===== config.mk =====
export PLATFORM = sky130hd
export DESIGN_NAME = ibex_bloom_unit
export DESIGN_NICKNAME = d
export VERILOG_FILES = /design/src/rtl/ibex_bloom_pkg.sv /design/src/rtl/ibex_bloom_hash.sv /design/src/rtl/ibex_bloom_unit.sv
export SDC_FILE = /design/constraint.sdc
export NUM_CORES = 2
export LEC_CHECK = 0
export ABC_AREA = 1
export BUFFER_PORTS_ARGS = -buffer_cell sky130_fd_sc_hd__clkbuf_2
export CORE_MARGIN = 2
export CORE_UTILIZATION = 35
export DETAILED_ROUTE_END_ITERATION = 7
export SYNTH_ARGS = -nofsm -noshare
export SYNTH_HDL_FRONTEND = slang
export SYNTH_SLANG_ARGS = --single-unit

===== constraint.sdc =====
create_clock -name clk_i -period 21.2 [get_ports clk_i]
set_input_delay 0 -clock clk_i [delete_from_list [all_inputs] [get_ports clk_i]]
set_output_delay 0 -clock clk_i [all_outputs]
set_load 0.005 [all_outputs]

===== src/rtl/ibex_bloom_pkg.sv =====
// Shared types and constants for the Ibex Bloom-filter coprocessor.
package ibex_bloom_pkg;

    typedef enum logic [1:0] {
        BloomInsert = 2'b00,
        BloomCheck  = 2'b01,
        BloomRemove = 2'b10,
        BloomClear  = 2'b11
    } bloom_op_e;

    // FSM encoding kept as plain constants so older code can compare raw values.
    typedef logic [2:0] bloom_state_e;
    localparam bloom_state_e StIdle  = 3'd0;
    localparam bloom_state_e StHash  = 3'd1;
    localparam bloom_state_e StProbe = 3'd2;
    localparam bloom_state_e StClear = 3'd3;
    localparam bloom_state_e StDone  = 3'd4;

    localparam logic [31:0] BloomMulA = 32'h9E3779B1;
    localparam logic [31:0] BloomMulB = 32'h85EBCA6B;
    localparam int unsigned BloomRotA = 16;
    localparam int unsigned BloomRotB = 7;

    function automatic logic [31:0] rotl32(input logic [31:0] x, input int unsigned n);
        return (x << n) | (x >> (32 - n));
    endfunction

endpackage


===== src/rtl/ibex_bloom_hash.sv =====
// Combinational double-hash of a 64-bit key into two filter indices.
module ibex_bloom_hash
    import ibex_bloom_pkg::*;
#(
    parameter int unsigned IdxW = 10
) (
    input  logic [31:0]     key_lo_i,
    input  logic [31:0]     key_hi_i,
    output logic [IdxW-1:0] h1_o,
    output logic [IdxW-1:0] h2_o
);

    logic [31:0] mix_a;
    logic [31:0] mix_b;
    logic [31:0] prod_a;
    logic [31:0] prod_b;

    // Multiplicative hashing; h2 is forced odd so the probe stride visits distinct entries.
    always_comb begin
        mix_a  = key_lo_i ^ rotl32(key_hi_i, BloomRotA);
        mix_b  = key_hi_i ^ rotl32(key_lo_i, BloomRotB);
        prod_a = mix_a * BloomMulA;
        prod_b = mix_b * BloomMulB;
        h1_o   = prod_a[31 -: IdxW];
        h2_o   = prod_b[31 -: IdxW] | IdxW'(1);
    end

endmodule


===== src/rtl/ibex_bloom_unit.sv =====
// Bloom-filter coprocessor: multi-cycle insert/check/remove/clear with occupancy count.
module ibex_bloom_unit
    import ibex_bloom_pkg::*;
#(
    parameter  int unsigned NumBits    = 1024,
    parameter  int unsigned NumHashes  = 3,
    parameter  int unsigned CountWidth = 0,
    localparam int unsigned IdxW       = $clog2(NumBits),
    localparam int unsigned CntW       = $clog2(NumBits + 1)
) (
    input  logic            clk_i,
    input  logic            rst_i,
    input  logic            en_i,
    input  logic [1:0]      op_i,
    input  logic [31:0]     key_lo_i,
    input  logic [31:0]     key_hi_i,
    output logic            busy_o,
    output logic            valid_o,
    output logic            match_o,
    output logic            error_o,
    output logic [CntW-1:0] count_o
);

    localparam int unsigned EntryW = (CountWidth == 0) ? 1 : CountWidth;
    localparam int unsigned PW     = (NumHashes > 1) ? $clog2(NumHashes) : 1;

    bloom_state_e    state_q, state_d;
    bloom_op_e       op_q, op_d;
    logic [31:0]     key_lo_q, key_lo_d;
    logic [31:0]     key_hi_q, key_hi_d;
    logic [IdxW-1:0] idx_q, idx_d;
    logic [IdxW-1:0] h2_q, h2_d;
    logic [PW-1:0]   p_q, p_d;
    logic            run_q, run_d;
    logic            match_q, match_d;
    logic            error_q, error_d;
    logic [CntW-1:0] count_q, count_d;

    logic [IdxW-1:0] hash_h1;
    logic [IdxW-1:0] hash_h2;

    logic [EntryW-1:0] entries_q [NumBits];
    logic [EntryW-1:0] entry_old;
    logic [EntryW-1:0] entry_new;
    logic              entry_we;
    logic              clear_all;

    ibex_bloom_hash #(
        .IdxW(IdxW)
    ) u_hash (
        .key_lo_i(key_lo_q),
        .key_hi_i(key_hi_q),
        .h1_o    (hash_h1),
        .h2_o    (hash_h2)
    );

    assign entry_old = entries_q[idx_q];
    // Every PROBE cycle writes back; Check writes the old value unchanged.
    assign entry_we  = (state_q == StProbe);

    if (CountWidth == 0) begin : g_bit_mode
        // Remove never reaches PROBE in this mode, so only Insert changes an entry.
        assign entry_new = (op_q == BloomInsert) ? 1'b1 : entry_old;
    end else begin : g_count_mode
        logic sat;
        assign sat = &entry_old;
        // Saturating counter; a saturated entry is sticky under Remove.
        always_comb begin
            entry_new = entry_old;
            if (op_q == BloomInsert && !sat) begin
                entry_new = entry_old + EntryW'(1);
            end else if (op_q == BloomRemove && !sat && entry_old != '0) begin
                entry_new = entry_old - EntryW'(1);
            end
        end
    end

    // Next-state, probe bookkeeping and occupancy tracking.
    always_comb begin
        state_d   = state_q;
        op_d      = op_q;
        key_lo_d  = key_lo_q;
        key_hi_d  = key_hi_q;
        idx_d     = idx_q;
        h2_d      = h2_q;
        p_d       = p_q;
        run_d     = run_q;
        match_d   = match_q;
        error_d   = error_q;
        count_d   = count_q;
        clear_all = 1'b0;
        unique case (state_q)
            StIdle: begin
                if (en_i) begin
                    op_d     = bloom_op_e'(op_i);
                    key_lo_d = key_lo_i;
                    key_hi_d = key_hi_i;
                    if (op_i == BloomClear) begin
                        state_d = StClear;
                    end else if (op_i == BloomRemove && CountWidth == 0) begin
                        state_d = StDone;
                        match_d = 1'b0;
                        error_d = 1'b1;
                    end else begin
                        state_d = StHash;
                    end
                end
            end
            StHash: begin
                idx_d   = hash_h1;
                h2_d    = hash_h2;
                p_d     = '0;
                run_d   = 1'b1;
                state_d = StProbe;
            end
            StProbe: begin
                run_d = run_q & (entry_old != '0);
                if (entry_old == '0 && entry_new != '0) begin
                    count_d = count_q + CntW'(1);
                end else if (entry_old != '0 && entry_new == '0) begin
                    count_d = count_q - CntW'(1);
                end
                idx_d = idx_q + h2_q;
                p_d   = p_q + PW'(1);
                if (p_q == PW'(NumHashes - 1)) begin
                    state_d = StDone;
                    match_d = run_d;
                    error_d = 1'b0;
                end
            end
            StClear: begin
                clear_all = 1'b1;
                count_d   = '0;
                match_d   = 1'b0;
                error_d   = 1'b0;
                state_d   = StDone;
            end
            StDone: begin
                state_d = StIdle;
            end
            default: begin
                state_d = StIdle;
            end
        endcase
    end

    // Control and result registers; reset aborts any op in flight.
    always_ff @(posedge clk_i) begin
        if (rst_i) begin
            state_q  <= StIdle;
            op_q     <= BloomInsert;
            key_lo_q <= '0;
            key_hi_q <= '0;
            idx_q    <= '0;
            h2_q     <= '0;
            p_q      <= '0;
            run_q    <= 1'b0;
            match_q  <= 1'b0;
            error_q  <= 1'b0;
            count_q  <= '0;
        end else begin
            state_q  <= state_d;
            op_q     <= op_d;
            key_lo_q <= key_lo_d;
            key_hi_q <= key_hi_d;
            idx_q    <= idx_d;
            h2_q     <= h2_d;
            p_q      <= p_d;
            run_q    <= run_d;
            match_q  <= match_d;
            error_q  <= error_d;
            count_q  <= count_d;
        end
    end

    // Filter storage: single write port, whole-array clear on reset or Clear.
    always_ff @(posedge clk_i) begin
        if (rst_i || clear_all) begin
            for (int i = 0; i < NumBits; i++) begin
                entries_q[i] <= '0;
            end
        end else if (entry_we) begin
            entries_q[idx_q] <= entry_new;
        end
    end

    assign busy_o  = (state_q != StIdle);
    assign valid_o = (state_q == StDone);
    assign match_o = match_q;
    assign error_o = error_q;
    assign count_o = count_q;

endmodule


Word-level counts from Yosys, hierarchy flattened. Memories as Yosys holds them, arrays and structs flattened. A register that Yosys moved wholly into a read port is not among the register bits. Cells that the tools add are included.

$add $sub $neg: 4. $mul: 2. Div/mod/pow operators: 0. $lt $le $gt $ge: 0. Equality and inequality tests: 12. Shift-type cells: 0. Mux-type cells: 33. Bitwise gates (word level): 7. Reductions and logical operators: 14.

Operators with widths (count): multiplier 32 x 32 -> 32 bit (second input constant) (2); bitwise XOR 32 bit (2); OR 32 x 16 -> 32 bit (1); OR 32 x 7 -> 32 bit (1); two-way mux 10 bit (3); two-way mux 11 bit (2); one-hot mux 11 bit (2 select lines) (1); one-hot mux 10 bit (2 select lines) (1); two-way mux 1 bit (17); two-way mux 3 bit (4); one-hot mux 3 bit (4 select lines) (1); adder 11 x 1 -> 11 bit (second input constant) (1); subtractor 11 x 1 -> 11 bit (second input constant) (1); adder 10 bit (1); equality test 2 bit (second input constant) (3); equality test 3 x 2 -> 1 bit (second input constant) (2); inequality test 2 bit (second input constant) (3); one-hot mux 1 bit (3 select lines) (2); AND reduction 2 bit (3); nonzero test 3 bit (2); AND reduction 5 bit (1); one-hot mux 2 bit (2 select lines) (1); nonzero test 2 bit (2); equality test 3 x 1 -> 1 bit (second input constant) (1); 12 further kinds (14).

Bits in registers: 105. Latch bits: 0. Bits in writable memories: 1024. Bits in read-only memories: 0. Input port bits: 69. Output and inout port bits: 15. Word-level logic and storage cells: 84. Memories: 1.

Memory list: entries_q (words 1024, bits a word 1, read ports 1, clocked after memory_dff 1, wr ports 1024, RTL line ibex_bloom_unit.sv:42) `logic [EntryW-1:0] entries_q [NumBits];`.

Longest topological paths before layout.
Depth after elaboration: 7. Mapped depth: 32. Mapped depth without buffers: 32.

Hierarchy. From an unflattened synthesis, not the netlist that was laid out.

Cell total of the unflattened synthesis: 10060. Area, all modules: 82434.1 um^2.

By module, submodules not included: ibex_bloom_unit (times used 1, cells each 7822, area an instance 63264.4 um^2, seq. area each 33051.7 um^2); ibex_bloom_hash (times used 1, cells each 2238, area an instance 19169.6 um^2, seq. area each 0.0 um^2).

Worst setup path before layout. Ideal clock, no wire load.

Path kind: register -> register. Start point: register key_lo_q[12]. End point: register (tool-made name). Setup time: 0.077 ns. Arrival time: 6.751 ns. Required time: 21.123 ns. Setup slack: 14.372 ns. Cell stages (with the launch flop): 23. Buffers on the path: 0. Clock period less this slack: 6.828 ns. Path through: dfxtp_1 > xor2_1 > fa_1 > fa_1 > fa_1 > inv_1 > fa_1 > inv_1 > fa_1 > fa_1 > fa_1 > inv_1 > fa_1 > inv_1 > ha_1 > a21oi_1 > nor2_1 > a211oi_1 > a21boi_0 > o21ai_0 > nand2_1 > nand3_1 > a21oi_1.

RTL lines: start: declaration (RTL line ibex_bloom_unit.sv:29) `logic [31:0] key_lo_q, key_lo_d;`; start signal: assignment (RTL line ibex_bloom_unit.sv:164) `key_lo_q <= key_lo_d;`.

==> impl_summary.md <==
Floorplanning
The die boundary width is 487 um. 84 I/O pins were placed. The initialized floorplan defines 177 standard-cell rows. The area of the placeable core is 232000 um2. From bottom edge to top edge, the die measures 487 um. The die area is 237000 um2. The initial core utilization is 35.1%.

Outcome
The flow ran to the end, and the final reports show no timing, DRC or antenna violations.

Final layout
The most common cell after layout, fill and taps aside is nand3_1. The growth of design area from synthesis to finish is 9.12%. Summing all flip-flop and latch instances after layout gives 33100 um2. The fraction of layout cells with a size suffix above 1 is 5.97%. The finished cells cover 89000 um2. After filler insertion, the fill cell instance count of the layout stands at 23298. The area occupied by multi-input gates is 37700 um2. The final core utilization is 38.3%. At the end of the flow, the number of nets in the layout was 10301. The library cells used most frequently in the layout, excluding fill and tap cells, are 2132 x nand3_1, 1851 x inv_1, 1290 x nand2_1.

Synth
Of all cell types, the one taking the most synthesized area is edfxtp_1. The total number of yosys warnings is 0. Counting flops with a built-in enable in the synthesized netlist gives 1024. After synthesis the cells add up to 81600 um2. The most common flop cell mapped by yosys is edfxtp_1. The average instance area after synthesis is 8.31 um2. The top cell type by area accounts for 37.7% of the synthesized area.

In the synthesized netlist, the number of instances is 9814. After synthesis the netlist holds a flip-flop and latch count of 1139. For this run, asynchronously set or reset flops after synthesis account for 0%.

The synthesized netlist contains 43 unique library cells. Synthesis produced a netlist with a net count of 10668. The sequential cell area fraction in the yosys report is 40.5%.

By area the synthesized netlist is led by edfxtp_1 38%, nand3_1 13%, fa_1 10%.

Global route
Global routing used 24.9% of the available tracks across all layers. Entering global routing, the biggest net connects 264 pins. In the global route stage, met3 resource usage came out at 4.75%. Summed over all layers, the global routing overflow is 0. For this run, global-route usage on met2 was measured as 39.4%. The number of global-route vias before repair is 68138. The first global-routing pass estimated 444000 um of wire. The number of antenna violations at the first check in global routing is 23. The global routing usage on met1 is 32.2%.

The layer flagged by global routing as most heavily used is met2.

Route
The number of violations reported at the end of detailed-routing iteration 0 is 11929. The total vias in the final route is 70491. The via count normalized by instance count is 5.59. The number of DRC violations after detailed routing is 0. In the final routed layout, each cell accounts on average for 24.0 um. The routed wire length is 302000 um.

The pre-antenna-repair detailed-routing pass consisted of 7 iterations. The count of antenna-violating nets left after detailed routing is 0.

Worst setup path
The type of element launching the critical path is a flop. The data arrival time of the critical path is 9.27 ns. STA puts the critical path data required time at 21.88 ns.

Along the worst path, the maximum fanout reaches 247. The setup path with the least slack is of type flop to flop. The worst setup path is captured at a flop.

Placed design
The post-DP HPWL is 170000 um. The total placed instance area is 83600 um2. The count of buffers added on input and output ports is 83.

Routability-driven placement finished with a final weighted congestion of 0.898.

STA
Dividing the final minimum period by the clock period gives 40.5%. After layout, the minimum clock period comes to 8.59 ns. The worst pin sits at a relative slew slack of 10.3%. The number of endpoints with negative hold slack in the final report came to 0. Setup repair after global routing left no endpoint under its margin. After routing, the total negative slack on setup checks comes to 0 ns.

The number of setup violations in the final report is 0. Timing would allow up to 116 MHz. The final count of pins violating max slew is 0. At the pin with the least slew margin, the transition time is 1.34 ns. The worst clock skew is 0.0783 ns.

Clock network
In this run the deepest clock path goes through 3 buffers. The CTS sink count is 1139. Clock-pin slew was measured on the worst setup and hold paths at 0.06 ns. Clock latency on the worst-skew pair, taken at its later pin, is 0.83 ns. The number of gates resized after CTS was 0. The tree is rooted in a clkbuf_16.

The H-tree depth is 4. TritonCTS created 130 clock buffers. The TritonCTS clock tree is yes. Post-CTS timing repair inserted 0 buffers for setup.

Worst hold path
The min-delay analysis places its worst path in the category input pin to flop.

Job
The max-capacitance violation count is 0.
==> cell usage after synthesis (10+ instances only) <==
cell,number
ha_1,376
buf_6,47
fa_1,409
nor2_1,139
inv_1,1871
o21ai_0,1090
edfxtp_1,1024
buf_1,49
buf_2,230
xnor2_1,67
nand2_1,1300
a21oi_1,154
dfxtp_1,115
clkbuf_1,547
nor3_1,21
nand3_1,2142
o21bai_1,10
inv_2,48
nand4_1,12
a31oi_1,11
a21o_1,11
xor2_1,87
==> worst max-delay path: stages, from the launching register on <==
cell     delay (ns)
dfxtp_4        0.88
buf_12         0.49
buf_4          0.85
nand2_1        0.11
nand3_1        0.12
nand3_1        0.10
nand3_1        0.15
nand3_1        0.16
nand3_1        0.12
nand3_1        0.16
nand2_1        0.41
nand2_1        0.14
nand3_1        0.12
nand3_1        0.10
nand2_1        0.28
or2_4          0.74
buf_4          0.92
buf_12         0.80
buf_4          0.78
nand3_1        0.21
inv_2          0.10
==> per-stage QoR <==
step,hold WS [ns],setup WS [ns],std cells
after global routing,0.0941,12.38,12593
after floorplan,0.168,14.37,9814
final,0.103,12.61,12604
after CTS,0.0705,13.01,12592
after detailed placement,0.264,13.04,12224
after global placement,0.261,13.11,12223
==> cell type report <==
cell class / count / area share, %
multi-input combinational: 5874 / 42.3
sequential: 1139 / 37.2
inverter: 1924 / 8.15
tap: 3043 / 4.28
clock buffer: 177 / 3.95
timing repair buffer: 378 / 3.47
clock inverter: 57 / 0.623
antenna: 12 / 0.0337
==> sequential cells by signal (all words and copies together), names as in the netlist, named ones only <==
name       count
h2_q          10
error_o        1
idx_q         10
key_hi_q      32
key_lo_q      32
state_q        3
op_q           2
run_q          1
match_o        1
count_o       11
entries_q   1024
p_q            2
==> cell families (layout without fill, tap and decap cells) <==
family          Yosys count  count (layout)  share of synthesized area, %
other cells               0              12                             0
flops                  1139            1139                          40.5
simple gates           3634            3634                          20.1
xor+xnor                155             155                          1.68
compound gates         1300            1300                          8.15
buf+inv                2801            2536                          13.7
fa+ha+maj               785             785                          15.8
==> path summary, 6_finish.rpt <==
path                     from  depth (start not counted)  slack (ns)              to
setup / recovery         flop                         20       12.61  entries_q[841]
hold reg to reg        p_q[0]                          1        0.47          p_q[0]
hold / removal    key_lo_i[3]                          4        0.10     key_lo_q[3]
setup reg to reg         flop                         20       12.61  entries_q[841]
==> what timing repair did <==
item | in CTS | in global routing
endpoints found under the setup margin | 0 | 0
hold buffers | 134 | 0
hold endpoints to repair | 74 | 0
==> metal layers <==
| layer | up-vias | wire length, um |
|---|---|---|
| li1 | 31093 | - |
| met1 | 34147 | 111000 |
| met2 | 4356 | 137000 |
| met3 | 895 | 35400 |
| met4 | 0 | 18800 |
| met5 | - | 0 |
Power is left out: the tool's default activity adds up to more than one toggle a clock period on the data nets, which glitch-free logic cannot reach.
